$ cat config.mk
export PLATFORM = sky130hd
export DESIGN_NAME = conv_kernel_scheduler
export DESIGN_NICKNAME = d
export VERILOG_FILES = /design/src/rtl/conv_kernel_scheduler.sv
export SDC_FILE = /design/constraint.sdc
export NUM_CORES = 2
export LEC_CHECK = 0
export BUFFER_PORTS_ARGS = -buffer_cell sky130_fd_sc_hd__buf_2
export CAP_MARGIN = 20
export CORE_MARGIN = 4
export CORE_UTILIZATION = 40
export CTS_BUF_LIST = sky130_fd_sc_hd__clkbuf_8
export DETAILED_ROUTE_END_ITERATION = 6
export PLACE_DENSITY_LB_ADDON = 0.1
export SETUP_SLACK_MARGIN = 0.1
export SLEW_MARGIN = 10
export SYNTH_ARGS = -nofsm -noshare
export SYNTH_HDL_FRONTEND = slang
export SYNTH_SLANG_ARGS = --single-unit
export TNS_END_PERCENT = 5
$ cat constraint.sdc
create_clock -name clk -period 12.8 [get_ports clk]
set_input_delay 0.64 -clock clk [delete_from_list [all_inputs] [get_ports clk]]
set_output_delay 0.64 -clock clk [all_outputs]
set_load 0.005 [all_outputs]
$ cat src/rtl/conv_kernel_scheduler.sv
// Assembles a stream of weight words into ping-pong 3x3+bias banks and presents one set per swap.
// Optional macro CONV_SCHED_ERR_EN adds the sticky err_underrun flag.
module conv_kernel_scheduler #(
  parameter int unsigned DATA_WIDTH = 16,
  parameter int unsigned CNT_WIDTH  = 32
) (
  input  logic                    clk,
  input  logic                    rst,
  input  logic                    start,
  input  logic [CNT_WIDTH-1:0]    ch_in,
  input  logic [CNT_WIDTH-1:0]    num_blocks,
  input  logic                    s_valid,
  input  logic [DATA_WIDTH-1:0]   s_data,
  output logic                    s_ready,
  input  logic                    swap,
  output logic                    k_valid,
  output logic [9*DATA_WIDTH-1:0] k_out,
  output logic [DATA_WIDTH-1:0]   bias,
  output logic [CNT_WIDTH-1:0]    cur_ch,
  output logic                    busy,
  output logic                    done
`ifdef CONV_SCHED_ERR_EN
  ,
  output logic                    err_underrun
`endif
);
  localparam int unsigned NUM_WORDS = 10;
  localparam int unsigned NUM_TAPS  = 9;
  localparam int unsigned IDX_W     = 4;
  localparam logic [IDX_W-1:0] LAST_IDX = IDX_W'(NUM_WORDS - 1);

  typedef enum logic [1:0] {S_IDLE, S_LOAD, S_RUN, S_DONE} state_t;

  state_t                  r_state, w_state_nxt;
  logic [IDX_W-1:0]        r_idx, w_idx_nxt;
  logic [DATA_WIDTH-1:0]   r_back [NUM_WORDS];
  logic [DATA_WIDTH-1:0]   w_back_nxt [NUM_WORDS];
  logic                    r_back_full, w_back_full_nxt;
  logic                    r_pending, w_pending_nxt;
  logic [CNT_WIDTH-1:0]    r_ch_in, w_ch_in_nxt;
  logic [CNT_WIDTH-1:0]    r_nblk, w_nblk_nxt;
  logic [CNT_WIDTH-1:0]    r_total, w_total_nxt;
  logic [CNT_WIDTH-1:0]    r_blk, w_blk_nxt;
  logic [CNT_WIDTH-1:0]    r_loaded, w_loaded_nxt;
  logic [CNT_WIDTH-1:0]    r_cur_ch, w_cur_ch_nxt;
  logic [9*DATA_WIDTH-1:0] r_k_out, w_k_out_nxt;
  logic [DATA_WIDTH-1:0]   r_bias, w_bias_nxt;
  logic                    r_k_valid, w_k_valid_nxt;
  logic                    r_s_ready, w_s_ready_nxt;
  logic                    r_busy, w_busy_nxt;
  logic                    r_done, w_done_nxt;
  logic                    w_service;
  logic                    w_beat;
  logic                    w_last;

  assign w_beat = s_valid & r_s_ready;
  assign w_last = (r_cur_ch == r_ch_in - CNT_WIDTH'(1)) && (r_blk == r_nblk - CNT_WIDTH'(1));

  // Next-state, bank and counter updates; registered outputs are derived from the next state.
  always_comb begin
    w_state_nxt     = r_state;
    w_idx_nxt       = r_idx;
    w_back_nxt      = r_back;
    w_back_full_nxt = r_back_full;
    w_pending_nxt   = r_pending;
    w_ch_in_nxt     = r_ch_in;
    w_nblk_nxt      = r_nblk;
    w_total_nxt     = r_total;
    w_blk_nxt       = r_blk;
    w_loaded_nxt    = r_loaded;
    w_cur_ch_nxt    = r_cur_ch;
    w_k_out_nxt     = r_k_out;
    w_bias_nxt      = r_bias;
    w_k_valid_nxt   = r_k_valid;
    w_done_nxt      = 1'b0;
    w_service       = 1'b0;

    case (r_state)
      S_IDLE: begin
        if (start) begin
          w_ch_in_nxt     = ch_in;
          w_nblk_nxt      = num_blocks;
          w_total_nxt     = CNT_WIDTH'(ch_in * num_blocks);
          w_idx_nxt       = '0;
          w_blk_nxt       = '0;
          w_loaded_nxt    = '0;
          w_cur_ch_nxt    = '0;
          w_pending_nxt   = 1'b0;
          w_back_full_nxt = 1'b0;
          if (ch_in == '0 || num_blocks == '0) w_done_nxt = 1'b1;
          else w_state_nxt = S_LOAD;
        end
      end
      S_LOAD: begin
        if (w_beat) begin
          for (int i = 0; i < NUM_TAPS; i++)
            if (r_idx == IDX_W'(i)) w_k_out_nxt[i*DATA_WIDTH +: DATA_WIDTH] = s_data;
          if (r_idx == LAST_IDX) begin
            w_bias_nxt    = s_data;
            w_idx_nxt     = '0;
            w_loaded_nxt  = r_loaded + CNT_WIDTH'(1);
            w_k_valid_nxt = 1'b1;
            w_state_nxt   = S_RUN;
          end else begin
            w_idx_nxt = r_idx + IDX_W'(1);
          end
        end
      end
      S_RUN: begin
        if (w_beat) begin
          w_back_nxt[r_idx] = s_data;
          if (r_idx == LAST_IDX) begin
            w_idx_nxt       = '0;
            w_back_full_nxt = 1'b1;
            w_loaded_nxt    = r_loaded + CNT_WIDTH'(1);
          end else begin
            w_idx_nxt = r_idx + IDX_W'(1);
          end
        end
        // A pending swap only sees the back bank full one cycle after its last beat.
        if (r_pending && r_back_full) begin
          w_service = 1'b1;
        end else if (swap && r_k_valid) begin
          if (w_last) begin
            w_state_nxt   = S_DONE;
            w_done_nxt    = 1'b1;
            w_k_valid_nxt = 1'b0;
          end else if (r_back_full) begin
            w_service = 1'b1;
          end else begin
            w_pending_nxt = 1'b1;
            w_k_valid_nxt = 1'b0;
          end
        end
        if (w_service) begin
          for (int i = 0; i < NUM_TAPS; i++)
            w_k_out_nxt[i*DATA_WIDTH +: DATA_WIDTH] = r_back[i];
          w_bias_nxt      = r_back[NUM_WORDS-1];
          w_back_full_nxt = 1'b0;
          w_pending_nxt   = 1'b0;
          w_k_valid_nxt   = 1'b1;
          if (r_cur_ch == r_ch_in - CNT_WIDTH'(1)) begin
            w_cur_ch_nxt = '0;
            w_blk_nxt    = r_blk + CNT_WIDTH'(1);
          end else begin
            w_cur_ch_nxt = r_cur_ch + CNT_WIDTH'(1);
          end
        end
      end
      S_DONE:  w_state_nxt = S_IDLE;
      default: w_state_nxt = S_IDLE;
    endcase

    w_busy_nxt    = (w_state_nxt == S_LOAD) || (w_state_nxt == S_RUN);
    w_s_ready_nxt = (w_state_nxt == S_LOAD) ||
                    ((w_state_nxt == S_RUN) && !w_back_full_nxt && (w_loaded_nxt < w_total_nxt));
  end

  always_ff @(posedge clk) begin
    if (rst) begin
      r_state     <= S_IDLE;
      r_idx       <= '0;
      for (int i = 0; i < NUM_WORDS; i++) r_back[i] <= '0;
      r_back_full <= 1'b0;
      r_pending   <= 1'b0;
      r_ch_in     <= '0;
      r_nblk      <= '0;
      r_total     <= '0;
      r_blk       <= '0;
      r_loaded    <= '0;
      r_cur_ch    <= '0;
      r_k_out     <= '0;
      r_bias      <= '0;
      r_k_valid   <= 1'b0;
      r_s_ready   <= 1'b0;
      r_busy      <= 1'b0;
      r_done      <= 1'b0;
    end else begin
      r_state     <= w_state_nxt;
      r_idx       <= w_idx_nxt;
      r_back      <= w_back_nxt;
      r_back_full <= w_back_full_nxt;
      r_pending   <= w_pending_nxt;
      r_ch_in     <= w_ch_in_nxt;
      r_nblk      <= w_nblk_nxt;
      r_total     <= w_total_nxt;
      r_blk       <= w_blk_nxt;
      r_loaded    <= w_loaded_nxt;
      r_cur_ch    <= w_cur_ch_nxt;
      r_k_out     <= w_k_out_nxt;
      r_bias      <= w_bias_nxt;
      r_k_valid   <= w_k_valid_nxt;
      r_s_ready   <= w_s_ready_nxt;
      r_busy      <= w_busy_nxt;
      r_done      <= w_done_nxt;
    end
  end

`ifdef CONV_SCHED_ERR_EN
  logic r_err;

  // Sticky: set whenever a held swap is finally serviced.
  always_ff @(posedge clk) begin
    if (rst) r_err <= 1'b0;
    else if (r_state == S_RUN && r_pending && r_back_full) r_err <= 1'b1;
  end

  assign err_underrun = r_err;
`endif

  assign s_ready = r_s_ready;
  assign k_valid = r_k_valid;
  assign k_out   = r_k_out;
  assign bias    = r_bias;
  assign cur_ch  = r_cur_ch;
  assign busy    = r_busy;
  assign done    = r_done;

endmodule

==> flow_summary.yaml <==
outcome:
  status: "completed"
global_routing:
  grt_pass1_vias: 34900
  overflow: 0
  grt_start_max_net_pins: 182
  antenna_found_initial: 5
  grt_pass1_wl_um: 218000
  grt_use_total_pct: 25.8
sta:
  final_hold_viol_count: 0
  setup_viol: 0
  rsz0062_at_grt: "false"
  slew_headroom_pct: 16.1
  worstMarginPinSlew_ns: 1.25
  period_minus_slack_ns: 8.66
  slew_violations: 0
  final.setup.tns_ns: 0
  timing.fmax_mhz: 115
  finalCritPeriodShare_pct: 67.6
  skew_ns: 0.0613
clock_network:
  cts_num_sinks: 524
  cts_buffer_depth: 3
  clk_latency_ns: 0.76
  post_cts_resized: 0
  hold_buffers: 0
  cts_tree: "built"
  cts-root-buf: "clkbuf_8"
  post_cts_buffers: 0
  clk_pin_slew_ns: 0.06
  htreeDepth: 3
  cts-buffers-inserted: 94
synthesis:
  yosysUniqueCellTypes: 88
  netlist_area_um2: 41500
  yosys_warnings: 0
  ys.flop_type: "dfxtp_1"
  yosys_register_bits: 524
  synth_cells: 5002
  synthArstFlopShare_pct: 0
  synth.avg_cell_area_um2: 8.30
  synth-edff-count: 0
  syn_nets: 5660
  yosysSeqAreaShare_pct: 25.3
die:
  ios: 281
  start_util_pct: 40.6
  placementRows: 117
  die_h_um: 330
  die_x_um: 330
  core_um2: 102000
  die_area_um2: 109000
finish:
  nets: 5675
  drive_above_1_share_pct: 10.2
  final_cells: 6452
  syn2layout_area_growth_pct: 9.31
  multi_input_area_um2: 27900
  regArea_um2: 10500
  fillers: 10300
route:
  drt_wl_total_um: 143000
  wl_per_cell_um: 22.2
  ant_nets: 0
  dr.pass1.iters: 6
  num_vias: 36200
  vias_per_cell: 5.62
  drt-initial-drc-count: 3116
  drc: 0
worst_setup_path:
  arrival_ns: 9.26
  required_ns: 13.40
  rrSetupSlack_ns: 6.86
  crit_slowest_cell: "buf_2"
  cp_common_cell: "fa_1"
  reg2reg_from: "r_nblk[2]"
  r2r.worst_path.cells: 11
  cp-start-kind: "input port"
  cpPeakStageDelay_ns: 0.55
  crit_type: "input port to flip-flop"
  r2r-end: "k_out[86]"
  end_kind: "flip-flop"
  cp_max_fo: 26
power:
  p_leak_uw: 0.0192
  clockPowerShare_pct: 10.3
  swShare_pct: 49.6
  p_int_uw: 7660
  seq_power_share_pct: 12.0
  peakVddDrop_uv: 721
  pwr-share-comb_pct: 77.7
  power.switching_uw: 7530
  p_per_area_nw_per_um2: 335
place:
  gp_congestion: 0.866
  hpwl_um: 98700
  numPlacedInstances: 6285
  io_buffer_count: 280
job:
  cap_violations: 0
worst_hold_path:
  holdPathStages: 3
  hold-path-endpoint: "r_nblk[31]"
  hp-start: "num_blocks[31]"
  min_path_type: "input port to flip-flop"
-- layout make-up --
class                      count  area share, %
clock buffer                 113           3.43
tap                         1368           3.77
inverter                     419           3.47
clock inverter                46          0.593
antenna                        4         0.0221
multi-input combinational   3652           61.5
sequential                   524           23.1
timing repair buffer         326           4.04
-- placed cells by master, fill, tap and decap left out, types with 40 or more instances in the layout --
master	synthesis	layout
a21oi_1	598	597
and2_1	333	332
buf_2	11	279
buf_4	17	40
clkbuf_8	0	113
dfxtp_1	524	524
fa_1	408	408
ha_1	165	164
inv_1	419	446
mux2i_1	54	54
nand2_1	738	737
nand3_1	75	75
nor2_1	191	190
o21ai_0	82	81
o31ai_1	175	175
or4_1	181	181
xnor2_1	103	103
xor2_1	65	65
-- cells in the mapped netlist, types with 65 or more instances --
| master | number | area [um2] |
|---|---|---|
| a21oi_1 | 598 | 2990 |
| nand2_1 | 738 | 2770 |
| fa_1 | 408 | 8170 |
| and2_1 | 333 | 2080 |
| o31ai_1 | 175 | 1310 |
| nand3_1 | 75 | 375 |
| o21ai_0 | 82 | 410 |
| ha_1 | 165 | 2060 |
| clkbuf_1 | 351 | 1320 |
| xnor2_1 | 103 | 902 |
| xor2_1 | 65 | 569 |
| or4_1 | 181 | 1360 |
| dfxtp_1 | 524 | 10500 |
| nor2_1 | 191 | 717 |
| inv_1 | 419 | 1570 |
-- critical path: cells and delay by family --
family                     cells  cell delay, ns
adders and majority gates     10            4.40
AOI/OAI and AO/OA              8            1.98
and+or+nand+nor                6            0.99
buffers and inverters          6            0.84
muxes                          1            0.36
-- kinds of logic (layout without fill, tap and decap cells) --
logic type	count (synthesis)	after routing	share of synthesized area [%]
AO/OA/AOI/OAI	1038	1038	14.9
XOR/XNOR	168	168	3.55
multiplexers	58	58	1.41
flip-flops	524	524	25.3
buffers and inverters	826	904	7.71
AND/OR/NAND/NOR	1815	1815	22.5
other	0	4	0
adder cells (fa/ha/maj)	573	573	24.7
-- flip-flops by register name (all words and copies together) (netlist names) --
register,count
r_pending,1
cur_ch,32
r_back,160
r_ch_in,32
r_idx,4
r_blk,32
k_valid,1
bias,16
r_loaded,32
k_out,144
busy,1
r_state,2
r_nblk,32
r_total,32
done,1
r_back_full,1
s_ready,1
-- per-stage QoR --
stage | hold WS (ns) | area (um2) | util, % | setup slack [ns] | power (uW)
4_1_cts | 0.181 | 45300 | 44.2 | 4.18 | 15300
6_report | 0.229 | 45400 | 44.3 | 4.14 | 15200
3_3_place_gp | 0.441 | 43400 | 42.4 | 3.45 | 13700
2_1_floorplan | 0.437 | 41500 | - | 4.17 | 10400
5_1_grt | 0.187 | 45400 | 44.3 | 3.54 | 16900
3_5_place_dp | 0.447 | 43500 | 42.5 | 3.45 | 13600
-- power by group through the flow --
stage / logic, uW / registers [uW] / clock network [uW]
floorplan: 8580 / 1820 / 0
global placement: 11800 / 1850 / 0
detailed placement: 11700 / 1850 / 0
CTS: 11900 / 1820 / 1600
global route: 13400 / 1820 / 1690
finish: 11800 / 1820 / 1570
-- metal layers --
metal | vias up | global-route usage [%] | routed length [um]
li1 | 16800 | - | -
met1 | 17900 | 38.4 | 67100
met2 | 1249 | 39.0 | 62700
met3 | 209 | 4.19 | 10300
met4 | 2 | 6.39 | 3370
met5 | - | 0 | 13
-- worst max path at each step --
stage / cells past startpoint / startpoint / to
after floorplan: 30 / num_blocks[6] / s_ready
after global routing: 35 / num_blocks[8] / s_ready
after CTS: 30 / num_blocks[5] / s_ready
after global placement: 31 / num_blocks[8] / s_ready
after detailed placement: 30 / num_blocks[3] / s_ready
final: 31 / num_blocks[8] / s_ready
Power figures use the tool's default switching activity.
